`src/rtl/wr_arbiter.sv`:
```
// rtl/wr_arbiter.sv - round-robin burst arbiter sharing one FIFO write port
//
// Purpose: grants the FIFO write port to one of NREQ requesters at a time.
// A tenure lasts until the owner marks its last word, reaches MAX_BURST
// words, or drops its request. Each tenure is followed by one arbitration
// cycle. The search for the next owner starts just above the previous owner.
//
// Ports:
//   w_clk, wrst_n    write-domain clock, synchronous active-low reset
//   req/req_data     per-requester valid flag and data word (word i at [i*DSIZE +: DSIZE])
//   req_last         per-requester final-word-of-burst marker
//   f_full           FIFO full flag; blocks accepts, grant is held
//   gnt              registered one-hot grant, zero while arbitrating
//   ack              combinational per-requester accept strobe
//   w_en, wdata      combinational FIFO write enable and data
//   wr_count         saturating count of accepted words
//   stall_count      saturating count of cycles the owner was blocked by f_full
module wr_arbiter #(
  parameter int NREQ      = 4,
  parameter int DSIZE     = 8,
  parameter int MAX_BURST = 4
) (
  input  logic                  w_clk,
  input  logic                  wrst_n,
  input  logic [NREQ-1:0]       req,
  input  logic [NREQ*DSIZE-1:0] req_data,
  input  logic [NREQ-1:0]       req_last,
  input  logic                  f_full,
  output logic [NREQ-1:0]       gnt,
  output logic [NREQ-1:0]       ack,
  output logic                  w_en,
  output logic [DSIZE-1:0]      wdata,
  output logic [15:0]           wr_count,
  output logic [15:0]           stall_count
);

  localparam int IW = (NREQ > 1) ? $clog2(NREQ) : 1;

  typedef enum logic {IDLE = 1'b0, BURST = 1'b1} state_t;

  state_t          state_q, state_d;
  logic [NREQ-1:0] gnt_q, gnt_d;
  logic [IW-1:0]   owner_q, owner_d;
  logic [IW-1:0]   rr_ptr_q, rr_ptr_d;
  logic [4:0]      beat_q, beat_d;
  logic [15:0]     wr_count_q, wr_count_d;
  logic [15:0]     stall_count_q, stall_count_d;

  logic [IW-1:0]   winner;
  logic            found;
  int              j;
  logic [IW-1:0]   jw;
  logic            own_req;
  logic            accept;
  logic            stall;
  logic            burst_done;
  logic [IW-1:0]   owner_next;

  // Round-robin search: first requester at or above rr_ptr, wrapping modulo NREQ.
  always_comb begin
    winner = '0;
    found  = 1'b0;
    j      = 0;
    jw     = '0;
    for (int k = 0; k < NREQ; k++) begin
      j = int'(rr_ptr_q) + k;
      if (j >= NREQ) j = j - NREQ;
      jw = IW'(j);
      if (!found && req[jw]) begin
        found  = 1'b1;
        winner = jw;
      end
    end
  end

  assign own_req    = req[owner_q];
  // Reset gates accept so nothing is written while wrst_n is low.
  assign accept     = wrst_n && (state_q == BURST) && own_req && !f_full;
  assign stall      = (state_q == BURST) && own_req && f_full;
  assign owner_next = (owner_q == IW'(NREQ - 1)) ? '0 : owner_q + 1'b1;
  // A dropped request ends the tenure without a write on that cycle.
  assign burst_done = (state_q == BURST) &&
                      (!own_req ||
                       (accept && (req_last[owner_q] || beat_q == 5'(MAX_BURST - 1))));

  // State register
  always_ff @(posedge w_clk) begin
    if (!wrst_n) begin
      state_q       <= IDLE;
      gnt_q         <= '0;
      owner_q       <= '0;
      rr_ptr_q      <= '0;
      beat_q        <= '0;
      wr_count_q    <= '0;
      stall_count_q <= '0;
    end else begin
      state_q       <= state_d;
      gnt_q         <= gnt_d;
      owner_q       <= owner_d;
      rr_ptr_q      <= rr_ptr_d;
      beat_q        <= beat_d;
      wr_count_q    <= wr_count_d;
      stall_count_q <= stall_count_d;
    end
  end

  // Next-state logic
  always_comb begin
    state_d       = state_q;
    gnt_d         = gnt_q;
    owner_d       = owner_q;
    rr_ptr_d      = rr_ptr_q;
    beat_d        = beat_q;
    wr_count_d    = (accept && wr_count_q != 16'hFFFF) ? wr_count_q + 16'd1 : wr_count_q;
    stall_count_d = (stall && stall_count_q != 16'hFFFF) ? stall_count_q + 16'd1 : stall_count_q;
    case (state_q)
      IDLE: begin
        if (found) begin
          state_d = BURST;
          owner_d = winner;
          gnt_d   = NREQ'(1) << winner;
          beat_d  = '0;
        end
      end
      BURST: begin
        if (accept) beat_d = beat_q + 5'd1;
        if (burst_done) begin
          state_d  = IDLE;
          gnt_d    = '0;
          rr_ptr_d = owner_next;
        end
      end
    endcase
  end

  // Output logic
  always_comb begin
    ack   = '0;
    w_en  = accept;
    wdata = '0;
    if (accept) begin
      ack[owner_q] = 1'b1;
      wdata        = req_data[owner_q*DSIZE +: DSIZE];
    end
  end

  assign gnt         = gnt_q;
  assign wr_count    = wr_count_q;
  assign stall_count = stall_count_q;

endmodule

```
`config.mk`:
```
export PLATFORM = sky130hd
export DESIGN_NAME = wr_arbiter
export DESIGN_NICKNAME = d
export VERILOG_FILES = /design/src/rtl/wr_arbiter.sv
export SDC_FILE = /design/constraint.sdc
export NUM_CORES = 1
export LEC_CHECK = 0
export ABC_AREA = 0
export CORE_AREA = 10 10 86 88
export CTS_CLUSTER_DIAMETER = 200
export DETAILED_ROUTE_END_ITERATION = 12
export DIE_AREA = 0 0 96 98
export GPL_TIMING_DRIVEN = 0
export PLACE_DENSITY = 0.83
export SLEW_MARGIN = 0
export SYNTH_ARGS = -nofsm -noshare
export SYNTH_HDL_FRONTEND = slang
export SYNTH_SLANG_ARGS = --single-unit
```
`constraint.sdc`:
```
create_clock -name w_clk -period 3.4 [get_ports w_clk]
set_input_delay 0.51 -clock w_clk [delete_from_list [all_inputs] [get_ports w_clk]]
set_output_delay 0.51 -clock w_clk [all_outputs]
set_load 0.05 [all_outputs]
```
==> key figures <==
Synth
  • Unique masters post-synth: 60
  • Synth Area in Compound Gates: 17.74%
  • Synth top area share: 33.82%
  • Synth Warn #: 0
  • Mux cell area share after synthesis: 9.835%
  • Post-synthesis sequential area ratio: 33.82%
  • Syn_area_per_cell: 9.015 sq um
  • Post-synth EDFFs: 0
  • Synth Area in Simple Gates: 25.74%
  • Post-synthesis instance total: 302
  • Post-synthesis cell area: 0.002723 sq mm
  • Synth Area in Adders: 3.217%
  • Register bit total from synthesis: 46
  • Main flop type after synthesis: dfxtp_1
  • Syn_nets: 352
  • Synth top area cells: dfxtp_1 (34%), mux4_2 (6.6%), nand2_1 (3.6%)
  • Largest area contributor in the netlist: dfxtp_1
  • FFs w/ async S/R, synth: 0%
  • Post-synthesis xor/xnor area fraction: 5.147%
  • Largest family of logic cells by synthesized area: simple AND/OR/NAND/NOR gates

Worst setup path
  • Setup crit start kind: input port
  • Crit-path max FO: 10
  • Setup CP Type: input port to output pin
  • Worst EP required: 2.89 ns
  • Reg2Reg Setup Slack: 1.26 ns
  • Worst setup EP type: output pin
  • Worst EP arrival: 2.70 ns

Timing
  • Fin. Hold Viols: 0
  • Setup Skew: 0.01263 ns
  • Max Freq: 0.3114 GHz
  • Final setup vio count: 0
  • Pins Over Slew Limit: 0
  • Worst Max-Slew Pin Slew: 0.6935 ns
  • Crit share post-route: 94.44%
  • Slew margin rel.: 52.57%
  • Min cycle time layout: 3.211 ns
  • Unrepaired setup endpoints after global routing: false

Routing
  • DRC errors left: 0
  • Routed len/inst: 16.74 um
  • Pre-Repair DR Iteration Count: 4
  • DR vias/cell: 5.678
  • Detail Route Antenna Nets: 0
  • DRT iter0 DRCs: 105
  • Vias post-DR: 2697
  • Routed Wire Length: 7951 um

CTS
  • Hold-fix buffers, CTS: 0
  • CTS tree: built
  • Setup repair bufs after CTS: 0
  • Post_cts resized: 13
  • H-tree levels: 2
  • Clock buffer depth: 2
  • Worst-Skew Late Latency: 0.30 ns
  • CTS sink cnt: 46
  • CTS root buffer: clkbuf_8
  • Inserted Clock Buffers: 5
  • Clk slew on worst S/H paths: 0.09 ns

Global route
  • Largest net degree at the start of global routing: 16
  • First-pass GRT wire length: 12700 um
  • Overall routing resource usage: 16.49%
  • Vias in the first global route: 2593
  • Antenna violations before repair: 0
  • Grt ovf: 0

Die
  • Die area: 0.009408 sq mm
  • Die Y: 98 um
  • Initial core utilization: 47.39%
  • Site Rows: 28
  • Die Width: 96 um
  • Io pins: 92
  • Core area: 0.005746 sq mm

Placement
  • DPL Wire Length: 6239 um
  • # port buffers: 90
  • Final GP Congestion: 0.8781
  • Area after DPL: 0.003717 sq mm

Final layout
  • Most frequent cells in the layout: clkdlybuf4s50_1 (77), dfxtp_1 (46), nor2_1 (26), nand2_1 (26), a21oi_1 (15)
  • Most common cell after layout, fill and taps aside: clkdlybuf4s50_1
  • Synthesis-to-layout area growth: 38.01%
  • # diodes: 0
  • Share of cells above drive strength 1: 11.25%
  • Final Cell Area: 0.003757 sq mm
  • Final Util: 65.40%
  • Final net count: 449

Power and ir drop
  • Max VDD drop: 0.2876 mV
  • Total power: 1112 uW
  • Pleak: 0.001374 uW
  • P per Cell Area: 296.0 mW/mm^2

Status
  • Status: completed

Run
  • Max-cap violations: 0

Hold path
  • Hold Crit Class: register to register
==> layer usage <==
layer  up-vias  global-route usage (%)  wire length, um
met1      1276                   20.44             3573
met3        13                   4.671              594
met2       103                   26.98             3688
met5         -                       0                0
met4         0                   4.427               93
li1       1305                       -                -
==> synthesized netlist by cell type (8+ instances only) <==
cell type and instances:
dfxtp_1 46, and2_1 14, inv_1 13, nand2_1 26
o31ai_1 8, nand2b_1 8, clkbuf_1 10, xor2_1 11
nand3_1 11, nor2_1 26, o211ai_1 9, a21oi_1 15
mux4_2 8
==> registers in the layout, indices dropped and copies added (netlist names) <==
name,count
owner_q,2
state_q,1
stall_count,16
gnt,4
wr_count,16
beat_q,5
rr_ptr_q,2
==> power breakdown <==
group          internal (uW)  switching [uW]
registers                549            9.29
logic                    105             111
clock network            145             193
==> path summary, 6_finish.rpt <==
path | start | depth (start not counted) | endpoint
hold / removal | gnt[1] | 2 | gnt[1]
setup reg to reg | stall_count[0] | 7 | stall_count[10]
setup / recovery | req[0] | 7 | w_en
hold reg to reg | gnt[1] | 2 | gnt[1]
==> worst max-delay path, cell delays in order <==
cell	delay (ns)
clkdlybuf4s50_1	0.55
mux4_2	0.33
nand3_2	0.20
inv_2	0.14
buf_2	0.20
buf_2	0.21
dlygate4sd2_1	0.55
==> area by class of cell <==
class | instances | area (sq um)
Fill cell | 489 | 1988
Inverter | 14 | 52.55
Timing Repair Buffer | 90 | 850.8
Clock inverter | 3 | 21.27
Clock buffer | 5 | 68.82
Multi-Input combinational cell | 228 | 1679
Buffer | 14 | 70.07
Sequential cell | 46 | 920.9
Tap cell | 75 | 93.84
==> cells by family (layout without fill, tap and decap cells) <==
| group | count (synthesis) | in the layout |
|---|---|---|
| xor+xnor | 16 | 16 |
| mux | 15 | 15 |
| buf+inv | 28 | 126 |
| compound gates | 66 | 66 |
| fa+ha+maj | 7 | 7 |
| flops | 46 | 46 |
| simple gates | 124 | 124 |
==> metrics by stage <==
step / hold slack, ns / worst slack, ns / cells / setup TNS, ns
after global placement: 0.4487 / -0.2459 / 467 / -1.952
after detailed placement: 0.4459 / -0.2392 / 467 / -2.062
after CTS: 0.4593 / 0.02956 / 475 / 0
after global routing: 0.4831 / 0.03410 / 475 / 0
final: 0.4572 / 0.1891 / 475 / 0
after floorplan: 0.4593 / 0.6720 / 302 / 0
Power figures use the tool's default switching activity.
==> RTL change 1: new RTL, config.mk and constraints unchanged <==
Compare `beat_q` against `5'(MAX_BURST - 1)` with >= in place of ==.
--- a/src/rtl/wr_arbiter.sv
+++ b/src/rtl/wr_arbiter.sv
@@ -82,5 +82,5 @@
   assign burst_done = (state_q == BURST) &&
                       (!own_req ||
-                       (accept && (req_last[owner_q] || beat_q == 5'(MAX_BURST - 1))));
+                       (accept && (req_last[owner_q] || beat_q >= 5'(MAX_BURST - 1))));
 
   // State register
Check against the original RTL: same outputs for any inputs over 10 cycles, from zero or initial values and one cycle with wrst_n low; that may be too few to reach the edited logic, so the function may still have changed.
==> RTL change 1 against the unedited design <==
  * Total power rose by 5.0%
  * Critical endpoint is now wdata[5]
  * Register-to-register slack worse by 0.22 ns
  * Clock power up 19%
  * Area after synthesis fell by 4.0%
  * Final area shrank 1.9%
  * Routed wire length down 1.9%
  * Global-route usage is essentially flat
  * Sequential cell count did not move
  * Worst setup slack got worse by 0.061 ns
==> RTL change 1: results (changes against the unedited design) <==
stage,metric,value,unit,change
yosys,XOR/XNOR share of the synthesized area,8.38,%,was 5.15%
detailed_routing,initial detailed-routing violation count,213,,was 105
layout,Filler Cells Inserted,488,,was 489
setup_path,R2R Setup Slk,1.04,ns,was 1.26 ns
yosys,Post-synth top cells,"dfxtp_1, nor2_1, nand2_1",,"was dfxtp_1, nand2_1, nor2_1"
global_routing,GR Util All Layers,16.5,%,about the same
yosys,Post-Syn Instances,299,,was 302
global_routing,first-pass GRT wire length,12900,µm,was 12700 µm
layout,fin nets,446,,was 449
pwr,Static Leak,0.00128,µW,was 0.00137 µW
yosys,adder-cell share of the synthesized area,3.35,%,was 3.22%
pwr,Max rail drop VDD,0.000278,V,was 0.000288 V
detailed_routing,vias per cell,5.57,,was 5.68
pwr,P_int,867,µW,was 799 µW
yosys,Compound-Gate Fraction of Synth Area,8.86,%,was 17.7%
cts,post-cts resize count,10,,was 13
yosys,Yosys cell types,44,,was 60
placement,post-placement cell area,0.00361,mm²,was 0.00372 mm²
yosys,Post-Syn Nets,349,,was 352
detailed_routing,DRT met1 WL,3570,µm,about the same
pwr,Comb pwr share,17.5,%,was 19.5%
placement,DP Cell Count,464,,was 467
yosys,sequential fraction of the synthesis area,35.2,%,was 33.8%
yosys,mux contribution to synthesized area,10.1,%,was 9.83%
setup_path,FF-to-FF Start,owner_q[0],,was stall_count[0]
detailed_routing,drt total wl,7800,µm,was 7950 µm
pwr,Power Sequential,562,µW,was 558 µW
setup_path,CP max stage delay,0.58,ns,was 0.55 ns
status,outcome,completed,,unchanged
timing,clk_skew,0.00653,ns,was 0.0126 ns
setup_path,crit path capture,wdata[5],,was w_en
global_routing,largest net degree at the start of global routing,15,,was 16
RTL change 1: cell count changes after synthesis, sizes merged, moves of 4 or more:
cell,change
and3,-5
o31ai,-6
xnor2,+16
o211ai,-10
o21a,-4
nor2,+7
nand3,+8
nand2b,-6
xor2,-7
nor3,+10
nor4,+6
inv,-8
nor4b,+4
RTL change 1: area by class of cell:
| cell class | instances | area share [%] |
|---|---|---|
| tap | 75 | 2.54 |
| multi-input combinational | 234 | 43.9 |
| buffer | 12 | 1.29 |
| inverter | 7 | 0.713 |
| sequential | 46 | 25.0 |
| clock inverter | 3 | 1.09 |
| clock buffer | 5 | 1.87 |
| timing repair buffer | 90 | 23.6 |
RTL change 1: logic make-up after synthesis:
logic type	after synthesis
XOR/XNOR	25
multiplexers	15
AO/OA/AOI/OAI	36
AND/OR/NAND/NOR	151
flip-flops	46
buffers and inverters	19
adder cells (fa/ha/maj)	7
==> RTL change 2: new RTL, same flow settings <==
Made on the original files. Change the parameter `DSIZE` from 8 to 4.
--- a/src/rtl/wr_arbiter.sv
+++ b/src/rtl/wr_arbiter.sv
@@ -18,5 +18,5 @@
 module wr_arbiter #(
   parameter int NREQ      = 4,
-  parameter int DSIZE     = 8,
+  parameter int DSIZE     = 4,
   parameter int MAX_BURST = 4
 ) (
Interface: changed (resized req_data and wdata); port bits go from 92 to 72. No check against the original RTL was run, so the function may have changed too.
==> RTL change 2 against the unedited design <==
  * Final area fell by 5.6%
  * Non-clock buffer count fell by 21
  * Maximum frequency rose by 0.56%
  * Routed wire length fell by 15%
  * Sequential cell count did not move
  * Total power fell by 2.9%
  * Worst setup slack improved by 0.018 ns
  * Synthesized cell count fell by 1.3%
  * Largest power group unchanged
  * Largest cell class unchanged
  * Combinational power fell by 10%
  * Core utilization fell by 3.7 points
  * Area after synthesis fell by 1.6%
==> RTL change 2: results (changes against the unedited design) <==
stage,metric,value,unit,change
status,outcome,completed,,unchanged
yosys,sequential fraction of the synthesis area,34.4,%,was 33.8%
layout,fin nets,409,,was 449
timing,crit path time final,3.19,ns,was 3.21 ns
yosys,Yosys cell types,61,,was 60
timing,clk_skew,0.00480,ns,was 0.0126 ns
placement,dpl ws,-0.0751,ns,was -0.239 ns
yosys,Post-Syn Instances,298,,was 302
global_routing,initial antenna violation count,0,,unchanged
timing,hold_ws,0.474,ns,was 0.457 ns
detailed_routing,routed wl met3,600,µm,was 594 µm
pwr,Max rail drop VDD,0.000207,V,was 0.000288 V
global_routing,first-pass GRT wire length,11100,µm,was 12700 µm
min_path,Worst Hold Class,flip-flop to flip-flop,,unchanged
placement,DP Cell Count,443,,was 467
layout,fin cells,450,,was 475
yosys,Post-synth top cells,"dfxtp_1, nor2_1, nand2_1",,"was dfxtp_1, nand2_1, nor2_1"
detailed_routing,Max Used Layer,met4,,unchanged
detailed_routing,vias per cell,5.56,,was 5.68
detailed_routing,drt total wl,6780,µm,was 7950 µm
global_routing,GR Util All Layers,14.2,%,was 16.5%
placement,Port Buf Inserts,70,,was 90
layout,share of cells above drive strength 1,8.80,%,was 11.3%
setup_path,Worst Path Arrival,2.68,ns,was 2.70 ns
placement,GPL Wtd Cong,0.852,,was 0.878
detailed_routing,Met2 Routed Length,3250,µm,was 3690 µm
cts,setup bufs post-CTS,0,,unchanged
layout,Filler Cells Inserted,505,,was 489
timing,worst slew pin tran,0.568,ns,was 0.694 ns
placement,Post-DP HPWL,5320,µm,was 6240 µm
yosys,Post-Syn Nets,332,,was 352
pwr,Static Leak,0.00135,µW,was 0.00137 µW
cts,Clock transition at path regs,0.09,ns,about the same
setup_path,R2R Setup Slk,1.38,ns,was 1.26 ns
detailed_routing,first-pass iteration count of the detailed router,4,,unchanged
detailed_routing,DRT met1 WL,2810,µm,was 3570 µm
cts,clock tree buffer depth,2,,unchanged
global_routing,largest net degree at the start of global routing,14,,was 16
global_routing,number of global-route vias before repair,2366,,was 2593
yosys,top post-synthesis cells by area,"dfxtp_1, mux4_1, xnor2_1",,"was dfxtp_1, mux4_2, nand2_1"
detailed_routing,initial detailed-routing violation count,120,,was 105
[RTL change 2: layer usage]
| layer | up-vias | global-route usage (%) |
|---|---|---|
| li1 | 1232 | - |
| met2 | 77 | 23.8 |
| met4 | 0 | 5.22 |
| met5 | - | 0 |
| met1 | 1183 | 16.0 |
| met3 | 8 | 5.13 |
[RTL change 2: cells by family (layout without fill, tap and decap cells)]
family                   after synthesis  in the layout  synth area share, %
flip-flops                            46             46                 34.4
multiplexers                          19             19                 10.7
adder cells (fa/ha/maj)                7              7                 3.27
buffers and inverters                 23            100                 4.85
AND/OR/NAND/NOR                      151            151                 31.5
AO/OA/AOI/OAI                         35             35                 9.76
XOR/XNOR                              17             17                 5.56
[RTL change 2: worst paths after layout]
path,start,to,cells past startpoint
worst max-delay path,f_full,ack[2],7
worst min-delay path,gnt[3],gnt[3],2
worst max register to register,owner_q[0],rr_ptr_q[1],6
worst min register to register,gnt[3],gnt[3],2
[RTL change 2: repair_timing]
| action | 4_1_cts | 5_1_grt |
|---|---|---|
| setup endpoints to repair | 8 | 1 |
| hold buffers | 0 | 0 |
| gates resized for setup | 8 | 1 |
[RTL change 2: final cells by class]
type	count	area, µm²	area share, %
Multi-Input combinational cell	229	1630	45.9
Sequential cell	46	921	26.0
Timing Repair Buffer	70	693	19.5
Tap cell	75	93.8	2.65
Buffer	13	92.6	2.61
Clock buffer	6	72.6	2.05
Inverter	10	37.5	1.06
Clock inverter	1	7.51	0.212
[RTL change 2: where the power goes]
group,switching [µW],internal (µW)
Sequential,11.2,549
Combinational,102,92.1
Clock,185,141
[RTL change 2: through the flow]
stage | power [µW] | setup TNS (ns) | area (µm²)
floorplan | 697 | 0 | 2680
global placement | 764 | -0.488 | 3470
detailed placement | 768 | -0.404 | 3470
CTS | 1080 | 0 | 3540
global route | 1120 | 0 | 3550
finish | 1080 | 0 | 3550
[RTL change 2: worst min-delay path, delay by kind of cell (launching register included)]
| family | cells | cell delay (ns) |
|---|---|---|
| compound gates | 1 | 0.05 |
| flops | 1 | 0.32 |
| simple gates | 1 | 0.05 |
